File: src/rtl/cpu_defines.sv
// Shared CPU definitions used by the execute-stage divider: state encodings,
// datapath width and the fixed divide-by-zero result.
package cpu_defines;

    localparam int DIV_WIDTH = 32;

    typedef enum logic [1:0] {
        DIV_IDLE = 2'd0,
        DIV_BUSY = 2'd1,
        DIV_DONE = 2'd2
    } div_state_e;

    // Divide by zero never traps; LO reads all ones and HI returns the dividend.
    localparam logic [DIV_WIDTH-1:0] DIV0_QUO = '1;

endpackage

File: src/rtl/div_step.sv
// One restoring-division iteration: shift {rem, quo} left, trial-subtract the
// divisor and keep or restore the partial remainder.
module div_step
    import cpu_defines::*;
#(
    parameter int WIDTH = DIV_WIDTH
) (
    input  logic [WIDTH-1:0] rem,
    input  logic [WIDTH-1:0] quo,
    input  logic [WIDTH-1:0] divisor,
    output logic [WIDTH-1:0] next_rem,
    output logic [WIDTH-1:0] next_quo
);

    logic [WIDTH:0] shifted;
    logic [WIDTH:0] diff;

    // rem < divisor holds between steps, so bit WIDTH of diff is a true sign bit.
    always_comb begin
        shifted = {rem, quo[WIDTH-1]};
        diff    = shifted - {1'b0, divisor};
        if (!diff[WIDTH]) begin
            next_rem = diff[WIDTH-1:0];
            next_quo = {quo[WIDTH-2:0], 1'b1};
        end else begin
            next_rem = shifted[WIDTH-1:0];
            next_quo = {quo[WIDTH-2:0], 1'b0};
        end
    end

endmodule

File: src/rtl/div_unit.sv
// Execute-stage multi-cycle radix-2 restoring divider for DIV/DIVU. Holds the
// pipeline through div_stall and presents HI/LO results while div_valid is high.
module div_unit
    import cpu_defines::*;
#(
    parameter int WIDTH = DIV_WIDTH,
    parameter int CNT_W = 6
) (
    input  logic             clk,
    input  logic             rst,
    input  logic             div_start,
    input  logic             div_signed,
    input  logic [WIDTH-1:0] dividend,
    input  logic [WIDTH-1:0] divisor,
    input  logic             cancel,
    input  logic             stage_ena,
    output logic             div_stall,
    output logic             div_valid,
    output logic [WIDTH-1:0] quotient,
    output logic [WIDTH-1:0] remainder
);

    div_state_e       state;
    div_state_e       state_nxt;
    logic [CNT_W-1:0] cnt;
    logic [WIDTH-1:0] rem_r;
    logic [WIDTH-1:0] quo_r;
    logic [WIDTH-1:0] dvs_r;
    logic             q_neg;
    logic             r_neg;
    logic [WIDTH-1:0] res_quo;
    logic [WIDTH-1:0] res_rem;
    logic [WIDTH-1:0] step_rem;
    logic [WIDTH-1:0] step_quo;
    logic             start_ok;
    logic             dvs_zero;
    logic             last_iter;

    function automatic logic [WIDTH-1:0] magnitude(input logic [WIDTH-1:0] v,
                                                   input logic             sgn);
        return (sgn && v[WIDTH-1]) ? -v : v;
    endfunction

    function automatic logic [WIDTH-1:0] apply_sign(input logic [WIDTH-1:0] m,
                                                    input logic             neg);
        return neg ? -m : m;
    endfunction

    assign start_ok  = div_start && !cancel;
    assign dvs_zero  = (divisor == '0);
    assign last_iter = (cnt == CNT_W'(1));

    div_step #(.WIDTH(WIDTH)) u_step (
        .rem      (rem_r),
        .quo      (quo_r),
        .divisor  (dvs_r),
        .next_rem (step_rem),
        .next_quo (step_quo)
    );

    always_ff @(posedge clk) begin
        if (rst) begin
            state <= DIV_IDLE;
        end else begin
            state <= state_nxt;
        end
    end

    always_comb begin
        state_nxt = state;
        case (state)
            DIV_IDLE: if (start_ok) state_nxt = dvs_zero ? DIV_DONE : DIV_BUSY;
            DIV_BUSY: begin
                if (cancel)         state_nxt = DIV_IDLE;
                else if (last_iter) state_nxt = DIV_DONE;
            end
            // A held instruction waits here; only advancing or a flush releases it.
            DIV_DONE: if (cancel || stage_ena) state_nxt = DIV_IDLE;
            default:  state_nxt = DIV_IDLE;
        endcase
    end

    always_comb begin
        div_stall = ((state == DIV_IDLE) && start_ok) || (state == DIV_BUSY);
        div_valid = (state == DIV_DONE);
    end

    // Iteration datapath: operands are reduced to magnitudes at start.
    always_ff @(posedge clk) begin
        if ((state == DIV_IDLE) && start_ok) begin
            quo_r <= magnitude(dividend, div_signed);
            dvs_r <= magnitude(divisor, div_signed);
            rem_r <= '0;
            q_neg <= div_signed && (dividend[WIDTH-1] ^ divisor[WIDTH-1]);
            r_neg <= div_signed && dividend[WIDTH-1];
        end else if (state == DIV_BUSY) begin
            quo_r <= step_quo;
            rem_r <= step_rem;
        end
    end

    // Result registers are loaded once on entry to DONE and held there.
    always_ff @(posedge clk) begin
        if (rst) begin
            cnt     <= '0;
            res_quo <= '0;
            res_rem <= '0;
        end else if ((state == DIV_IDLE) && start_ok) begin
            cnt <= CNT_W'(WIDTH);
            if (dvs_zero) begin
                res_quo <= DIV0_QUO;
                res_rem <= dividend;
            end
        end else if (state == DIV_BUSY) begin
            cnt <= cnt - CNT_W'(1);
            if (last_iter && !cancel) begin
                res_quo <= apply_sign(step_quo, q_neg);
                res_rem <= apply_sign(step_rem, r_neg);
            end
        end
    end

    assign quotient  = res_quo;
    assign remainder = res_rem;

endmodule

File: config.mk
export PLATFORM = sky130hd
export DESIGN_NAME = div_unit
export DESIGN_NICKNAME = d
export VERILOG_FILES = /design/src/rtl/cpu_defines.sv /design/src/rtl/div_step.sv /design/src/rtl/div_unit.sv
export SDC_FILE = /design/constraint.sdc
export NUM_CORES = 1
export LEC_CHECK = 0
export CORE_MARGIN = 2
export CORE_UTILIZATION = 65
export DETAILED_ROUTE_END_ITERATION = 7
export DONT_BUFFER_PORTS = 1
export PLACE_DENSITY_LB_ADDON = 0.08
export SLEW_MARGIN = 5
export SYNTH_ARGS = -nofsm -noshare
export SYNTH_HDL_FRONTEND = slang
export SYNTH_HIERARCHICAL = 1
export SYNTH_SLANG_ARGS = --single-unit
File: constraint.sdc
create_clock -name clk -period 6.4 [get_ports clk]
set_input_delay 0.96 -clock clk [delete_from_list [all_inputs] [get_ports clk]]
set_output_delay 0.96 -clock clk [all_outputs]
set_load 0.005 [all_outputs]
; ---- After elaboration in Yosys (flattened, before gate mapping)
; Index checks and enable logic that the tools add are counted.
[word_totals]
reg_bits = 170
in_bits = 70
out_inout_bits = 66
[classes]
bitwise_logic = 1
n_reduce_logical = 16
addsub = 6
muxes = 24
eq_ne = 7
[op_table]
columns = operator, count
row1 = two-way mux 32 bit, 15
row2 = negator 32 bit, 4
row3 = subtractor 33 x 32 -> 33 bit, 1
row4 = logical NOT 32 bit, 1
row5 = two-way mux 6 bit, 2
row6 = two-way mux 2 bit, 5
row7 = "== test 6 x 1 -> 1 bit, second input constant", 1
row8 = logical AND 1 bit, 6
row9 = one-hot mux 2 bit (3 select lines), 1
row10 = AND reduction 3 bit, 2
row11 = "subtractor 6 x 1 -> 6 bit, second input constant", 1
row12 = "inequality test 2 bit, second input constant", 2
row13 = nonzero test 2 bit, 2
row14 = "inequality test 3 bit, second input constant", 1
row15 = "== test 2 x 1 -> 1 bit, second input constant", 1
row16 = "== test 2 bit, second input constant", 1
row17 = logical NOT 2 bit, 1
row18 = logical OR 1 bit, 2
row19 = "inequality test 2 x 1 -> 1 bit, second input constant", 1
row20 = OR reduction 2 bit, 1
row21 = logical NOT 1 bit, 1
row22 = two-way mux 1 bit, 1
row23 = XOR 1 bit, 1

; ---- Depth between registers and ports, before layout
; Gate-level depths: netlist of run 1.
[logic_depth]
word_depth = 7
depth_mapped = 22
depth_no_buf = 20

; ---- Modules after synthesis
; The synthesis of run 1 kept the hierarchy.
[modules_own_cells]
columns = module, cells_each, n_inst, area_each_um2
row1 = div_unit, 1025, 1, 9003.6
row2 = div_step, 337, 1, 2598.7

; ---- Worst setup path before layout of run 1
; No wires, ideal clock.
[synth_path]
path_kind = register -> register
startpoint = register dvs_r[0]
endpoint = register res_rem[31], in the netlist remainder[31]
stages_incl_launch_ff = 21
arrival_ns = 5.103
t_required_ns = 6.340
slack_ns = 1.238
cell_sequence = edfxtp_1 -> ha_1 -> fa_1 -> and2b_1 -> o2111ai_2 -> a21oi_2 -> o2111ai_1 -> a211oi_2 -> nor2_4 -> mux2i_4 -> and2_4 -> buf_12 -> inv_8 -> buf_12 -> mux2_4 -> or4_1 -> or4_4 -> o41ai_4 -> xor2_1 -> a2111oi_0 -> a31o_1
[synth_via]
elab_chain_len = 7
[synth_lines]
columns = item, line
row1 = "start, declared", div_unit.sv:28  ; logic [WIDTH-1:0] dvs_r;
row2 = "start signal, assigned", div_unit.sv:92  ; dvs_r <= magnitude(divisor, div_signed);
row3 = subtractor 33 x 32 -> 33 bit, div_step.sv:21  ; diff = shifted - {1'b0, divisor};
row4 = two-way mux 32 bit, div_step.sv:22  ; if (!diff[WIDTH]) begin
row5 = via step_rem[20], div_unit.sv:33  ; logic [WIDTH-1:0] step_rem;
row6 = negator 32 bit, div_unit.sv:46  ; return neg ? -m : m;
row7 = two-way mux 32 bit, div_unit.sv:46
row8 = two-way mux 32 bit, div_unit.sv:116  ; if (last_iter && !cancel) begin
row9 = two-way mux 32 bit, div_unit.sv:114  ; end else if (state == DIV_BUSY) begin
row10 = two-way mux 32 bit, div_unit.sv:108  ; end else if ((state == DIV_IDLE) && start_ok) begin
row11 = "end signal, assigned", div_unit.sv:112  ; res_rem <= dividend;
row12 = "end signal, assigned", div_unit.sv:118  ; res_rem <= apply_sign(step_rem, r_neg);
row13 = "end, declared", div_unit.sv:32  ; logic [WIDTH-1:0] res_rem;
; The timed path passes the listed nets, and every way through them passes these cells. The select of a mux whose other input is x is not followed.
; A chain may end at the register's enable or synchronous reset.

; ---- Worst setup path after layout of run 1
[layout_path]
startpoint = register quo_r[31]
endpoint = register res_rem[31], in the netlist remainder[31]
[layout_via]
elab_chain_len = 7
[layout_lines]
columns = item, line
row1 = "start, declared", div_unit.sv:27  ; logic [WIDTH-1:0] quo_r;
row2 = "start signal, assigned", div_unit.sv:91  ; quo_r <= magnitude(dividend, div_signed);
row3 = "start signal, assigned", div_unit.sv:97  ; quo_r <= step_quo;
row4 = subtractor 33 x 32 -> 33 bit, div_step.sv:21
row5 = two-way mux 32 bit, div_step.sv:22
row6 = via step_rem[7], div_unit.sv:33
row7 = negator 32 bit, div_unit.sv:46
row8 = two-way mux 32 bit, div_unit.sv:46
row9 = two-way mux 32 bit, div_unit.sv:116
row10 = two-way mux 32 bit, div_unit.sv:114
row11 = two-way mux 32 bit, div_unit.sv:108
; The timed path passes the listed nets, and every way through them passes these cells. The select of a mux whose other input is x is not followed.

==> summary.txt, run 1 <==
Run status
  • Status: finished clean

Floorplanning
  • Starting Density: 66.8%
  • Rows: 48
  • Core ar.: 17,400 um2
  • Die area: 18,900 um2
  • Chip width: 138 um
  • Top-Level Pins: 136
  • Die height: 138 um

Routing
  • # DRC: 0
  • Detailed-route via count: 9,557
  • DR top layer: met4
  • Met1 wire length: 12.3 mm
  • Final ANT Viol Nets: 0
  • Routed wire length: 28.0 mm
  • DR iter-0 viols: 750
  • WL/cell: 18.3 um
  • Vias/cell: 6.26
  • Met2 WL: 13.1 mm
  • TritonRoute pass-1 iters: 6
  • WL met3: 1.90 mm

Critical path
  • Delay of the slowest critical-path stage: 580 ps
  • CP top delay family: compound AO/OA/AOI/OAI gates
  • Crit path kind: flop to flop
  • CP Buf/Inv Count: 2
  • Slowest cell on crit path: or4_4
  • CP Data Required Time: 6780 ps
  • Crit path max fanout: 25
  • Crit-path cells: inv_1 > ha_1 > fa_1 > and2b_1 > o2111ai_2 > a21oi_2 > o2111ai_1 > a211oi_2 > nor2_4 > mux2i_4 > and2_4 > inv_8 > mux2_2 > or4_4 > or3_1 > o41ai_4 > xor2_1 > a2111oi_0 > a31o_1
  • Crit path capture type: flop
  • Startpoint Class: flop
  • Arrival time at the worst endpoint: 6200 ps

Yosys
  • Synth async-reset ratio: 0%
  • Dominant synthesized flop cell: dfxtp_1
  • Synth Register Bits: 170
  • Sequential-to-total area share from yosys stat: 35.0%
  • Synth warnings: 6
  • Main area contributors after synthesis: dfxtp_1, edfxtp_1, xor2_1
  • Commonest cells in the netlist: nand2_1, a21oi_1, dfxtp_1
  • Synth top area share: 17.9%
  • Post-synth EDFFs: 66
  • Mapped Area: 11,600 um2
  • Synth area leader: dfxtp_1
  • Post-Syn Area per Cell: 8.52 um2
  • Netlist cell types: 93
  • Mapped Cells: 1,362
  • Syn Nets: 1,471
  • Top-count cell post-synth: nand2_1

Power
  • Total power: 4.41 mW
  • Sequential power share: 30.7%
  • Cell internal pwr: 2.62 mW
  • Net Sw Frac: 40.5%
  • Logic pwr share: 46.8%
  • Leakage: 4.58 nW
  • P per Cell Area: 369 nW/um2
  • Peak supply drop: 0.000234 V
  • NetSw: 1.78 mW
  • Clk pwr share: 22.6%

Clock tree
  • Reg clk slew, reported paths: 70 ps
  • Num CTS Buffers: 17
  • Postcts setup bufs: 0
  • TritonCTS clock tree: yes
  • CTS resizes: 0
  • Clock Root Buffer: clkbuf_16
  • # hold bufs at CTS: 0
  • Clock Latency Late Sink: 430 ps
  • Max clock buf depth: 2
  • CTS H-tree lvls: 4
  • Num Clock Sinks: 170

Global route
  • Largest net degree at the start of global routing: 90
  • Grt total ovfl: 0
  • Initial antenna violation count: 0
  • Vias in the first global route: 8,833
  • GRT Util Overall: 29.8%
  • First-pass GRT wire length: 44.1 mm

Cells and area
  • Post-Layout Cell Count: 1,527
  • # diodes: 0
  • Final net count: 1,398
  • Finished Cell Area: 11,900 um2
  • Area grow syn2layout: 2.88%
  • Layout cells sized above 1: 7.37%

Timing
  • Final setup fails: 0
  • Period utilization: 90.9%
  • TNS Setup: 0 ps
  • Least-Margin Pin Slew: 1210 ps
  • Fin crit period: 5820 ps
  • Worst Setup Slack, final: 579 ps
  • Rel. slew slack: 18.9%
  • RSZ-0062 raised after global routing: false
  • Max-slew violations: 0
  • Max Clk Rate: 172 MHz
  • Final Hold Vio Count: 0
  • Skew final: 7.39 ps

Place
  • # placed instances: 1,495
  • Gpl congestion: 0.924
  • Worst slack at placement: 733 ps
  • Post-DP Area: 11,400 um2
  • HPWL Detailed: 20.2 mm
  • IO Port Bufs: 0

Job
  • Max-Cap Viols: 0

Min path
  • Hold Crit Class: flop to flop
-- flip-flops by register name, indices dropped and copies added, names as in the netlist --
name       count
dvs_r         32
remainder     32
q_neg          1
state          2
rem_r         32
cnt            6
r_neg          1
quotient      32
quo_r         32
-- metrics by stage --
step                hold slack (ps)  utilization, %
CTS                             469            68.8
global route                    488            68.8
floorplan                       448               -
global placement                455            65.5
finish                          471            68.8
detailed placement              462            65.5
-- final timing paths --
path / from / to / slack (ps) / cells past startpoint
hold / removal: remainder[24] / remainder[24] / 470 / 2
hold reg to reg: remainder[24] / remainder[24] / 470 / 2
setup reg to reg: quo_r[31] / remainder[31] / 580 / 19
setup / recovery: quo_r[31] / remainder[31] / 580 / 19
-- cell usage in the layout (no fill, tap or decap), types with 43 or more instances in the layout --
master    netlist  layout
o21ai_0        47      47
nand2_1       192     191
edfxtp_1       66      66
o21ai_1        43      43
xor2_1         98      98
inv_1          52      52
nor2_1         86      86
dfxtp_1       104     104
xnor2_1        50      50
a21oi_1       129     129
-- area by class of cell --
cell class / instances / area [um2]
Multi-Input combinational cell: 1038 / 6760
Fill cell: 1445 / 5420
Sequential cell: 170 / 4060
Clock buffer: 18 / 439
Tap cell: 225 / 282
Inverter: 55 / 214
Clock inverter: 14 / 124
Timing Repair Buffer: 7 / 52.6
-- logic make-up (layout without fill, tap and decap cells) --
kind of cell | after synthesis | in the layout | synth area share [%]
multiplexers | 26 | 26 | 3.21
XOR/XNOR | 148 | 148 | 11.2
flip-flops | 170 | 170 | 35.0
AO/OA/AOI/OAI | 385 | 385 | 21.4
AND/OR/NAND/NOR | 440 | 440 | 18.0
adder cells (fa/ha/maj) | 39 | 39 | 4.27
buffers and inverters | 154 | 94 | 6.97
-- worst min-delay path, stage by stage (launching register included) --
cell and delay (ps):
dfxtp_1 330, nand2_1 60, a21oi_1 50
-- power groups by stage --
stage                     Clock [mW]  Combinational [mW]  Sequential [mW]
after detailed placement           0                2.00             1.37
after floorplan                    0                1.78             1.31
after CTS                       1.00                2.02             1.35
after global placement             0                1.97             1.37
after global routing            1.04                2.26             1.36
final                          0.994                2.06             1.35
-- layer usage --
metal	up-vias	GRT usage, %
met3	54	5.89
met5	-	0
li1	4700	-
met4	0	10.5
met2	365	50.0
met1	4438	38.1
No activity file was read; power rests on OpenSTA's default activity.
==> run 2, diff against run 1 <==
- RECOVER_POWER: unset -> 25
==> run 2 against run 1 <==
Net effect: count of clock-buffer cells in the layout is the same; clock skew is essentially flat; via count grew 0.10%; cell count is the same; combinational power is essentially flat; setup slack lost 3.1 ps; hold slack gained 0.62 ps; critical path depth is the same; critical endpoint unchanged; highest routed layer unchanged.
==> summary.txt, run 2 (synthesized netlist as in run 1, its figures left out) <==
Power
  • Leakage: 4.58 nW (about the same)
  • Clk pwr share: 22.6% (about the same)
  • NetSw: 1.78 mW (about the same)
  • Total power: 4.40 mW (was 4.41 mW)
  • Logic pwr share: 46.8% (about the same)
  • Cell internal pwr: 2.62 mW (about the same)
  • Sequential power share: 30.7% (about the same)
  • Peak supply drop: 0.000234 V (about the same)
  • P per Cell Area: 369 nW/um2 (about the same)
  • Net Sw Frac: 40.5% (about the same)

Timing
  • Final Hold Vio Count: 0 (unchanged)
  • Max Clk Rate: 172 MHz (about the same)
  • RSZ-0062 raised after global routing: false (unchanged)
  • Rel. slew slack: 18.8% (was 18.9%)
  • Skew final: 7.37 ps (was 7.39 ps)
  • Period utilization: 91.0% (was 90.9%)
  • Fin crit period: 5820 ps (about the same)
  • Hold_ws: 471 ps (about the same)
  • Least-Margin Pin Slew: 1210 ps (about the same)
  • Final setup fails: 0 (unchanged)
  • Max-slew violations: 0 (unchanged)
  • TNS Setup: 0 ps (unchanged)

Floorplanning
  • Top-Level Pins: 136 (unchanged)
  • Rows: 48 (unchanged)
  • Chip width: 138 um (unchanged)
  • Starting Density: 66.8% (unchanged)
  • Die height: 138 um (unchanged)
  • Core ar.: 17,400 um2 (unchanged)
  • Die area: 18,900 um2 (unchanged)

Critical path
  • CP Buf/Inv Count: 2 (unchanged)
  • CP top delay family: compound AO/OA/AOI/OAI gates (unchanged)
  • Slowest cell on crit path: or4_4 (unchanged)
  • Delay of the slowest critical-path stage: 580 ps (about the same)
  • Crit path capture type: flop (unchanged)
  • Arrival time at the worst endpoint: 6200 ps (about the same)
  • Crit path max fanout: 25 (unchanged)
  • Startpoint Class: flop (unchanged)
  • Crit-path cells: inv_1 > ha_1 > fa_1 > and2b_1 > o2111ai_2 > a21oi_2 > o2111ai_1 > a211oi_2 > nor2_4 > mux2i_4 > and2_4 > inv_8 > mux2_2 > or4_4 > or3_1 > o41ai_4 > xor2_1 > a2111oi_0 > a31o_1 (unchanged)
  • Crit path kind: flop to flop (unchanged)
  • CP Data Required Time: 6780 ps (about the same)

Min path
  • Hold Crit Class: flop to flop (unchanged)

Clock tree
  • TritonCTS clock tree: yes (unchanged)
  • Max clock buf depth: 2 (unchanged)
  • Clock Root Buffer: clkbuf_16 (unchanged)
  • Num CTS Buffers: 17 (unchanged)
  • CTS resizes: 0 (unchanged)
  • # hold bufs at CTS: 0 (unchanged)
  • Num Clock Sinks: 170 (unchanged)
  • Clock Latency Late Sink: 430 ps (about the same)
  • CTS H-tree lvls: 4 (unchanged)
  • Reg clk slew, reported paths: 70 ps (about the same)
  • Postcts setup bufs: 0 (unchanged)

Run status
  • Status: finished clean (unchanged)

Job
  • Max-Cap Viols: 0 (unchanged)

Cells and area
  • Post-Layout Cell Count: 1,527 (unchanged)
  • Layout fillers: 1,445 (unchanged)
  • Finished Cell Area: 11,900 um2 (unchanged)
  • Area grow syn2layout: 2.88% (unchanged)
  • Most common cell after layout, fill and taps aside: nand2_1 (unchanged)
  • # diodes: 0 (unchanged)
  • Final net count: 1,398 (unchanged)
  • Commonest non-fill, non-tap cells in the layout: nand2_1, a21oi_1, dfxtp_1, xor2_1, nor2_1 (unchanged)
  • Layout cells sized above 1: 7.37% (unchanged)

Place
  • IO Port Bufs: 0 (unchanged)
  • HPWL Detailed: 20.2 mm (unchanged)
  • Post-DP Area: 11,400 um2 (unchanged)
  • # placed instances: 1,495 (unchanged)
  • Gpl congestion: 0.924 (unchanged)

Global route
  • First-pass GRT wire length: 44.1 mm (unchanged)
  • Initial antenna violation count: 0 (unchanged)
  • Vias in the first global route: 8,833 (unchanged)
  • Grt total ovfl: 0 (unchanged)
  • Largest net degree at the start of global routing: 90 (unchanged)
  • GRT Util Overall: 29.8% (unchanged)

Routing
  • # DRC: 0 (unchanged)
  • Met1 wire length: 12.2 mm (was 12.3 mm)
  • WL/cell: 18.3 um (about the same)
  • DR iter-0 viols: 750 (unchanged)
  • DR top layer: met4 (unchanged)
  • TritonRoute pass-1 iters: 5 (was 6)
  • WL met3: 1.93 mm (was 1.90 mm)
  • Routed wire length: 28.0 mm (about the same)
  • Vias/cell: 6.27 (was 6.26)
  • Detailed-route via count: 9,567 (was 9,557)
  • Final ANT Viol Nets: 0 (unchanged)
  • Met2 WL: 13.1 mm (about the same)
run 2: changes by cell type in the layout (fill, tap and decap cells not counted):
cell | previous run | this run
and2_0 | 0 | 2
and2_1 | 3 | 1
run 2: final cells by class:
cell class	instances	area, um2	share of cell area, %
clock inverters	14	124	1.04
repair buffers	7	52.6	0.440
well taps	225	282	2.36
inverters	55	214	1.79
flip-flops and latches	170	4060	34.0
multi-input cells	1038	6760	56.6
clock buffers	18	439	3.68
run 2: worst paths after layout:
path | from | to | slack [ps] | cells past startpoint
worst max-delay path | quo_r[31] | remainder[31] | 580 | 19
worst min-delay path | remainder[24] | remainder[24] | 470 | 2
worst max register to register | quo_r[31] | remainder[31] | 580 | 19
worst min register to register | remainder[24] | remainder[24] | 470 | 2
run 2: worst reg2reg max path, cell delays in order (launching register included):
cell and delay, ps:
edfxtp_1 360, inv_1 60, ha_1 220, fa_1 410, and2b_1 250, o2111ai_2 140
a21oi_2 220, o2111ai_1 230, a211oi_2 340, nor2_4 100, mux2i_4 370, and2_4 330
inv_8 130, mux2_2 410, or4_4 580, or3_1 550, o41ai_4 370, xor2_1 110
a2111oi_0 430, a31o_1 150
run 2: stage by stage:
step           setup WS, ps  util [%]
2_1_floorplan          1240         -
3_3_place_gp            870      65.5
3_5_place_dp            733      65.5
4_1_cts                 634      68.8
5_1_grt                 273      68.8
6_report                576      68.8
run 2: per-layer routing:
layer	GRT usage [%]	vias up
met5	0	-
met4	10.5	0
met3	5.89	56
met2	50.0	363
met1	38.1	4448
li1	-	4700
run 2: power by group through the flow:
stage | sequential (mW) | clock (mW) | combinational, mW
after global placement | 1.37 | 0 | 1.97
final | 1.35 | 0.995 | 2.06
after floorplan | 1.31 | 0 | 1.78
after detailed placement | 1.37 | 0 | 2.00
after global routing | 1.36 | 1.04 | 2.26
after CTS | 1.35 | 1.00 | 2.02
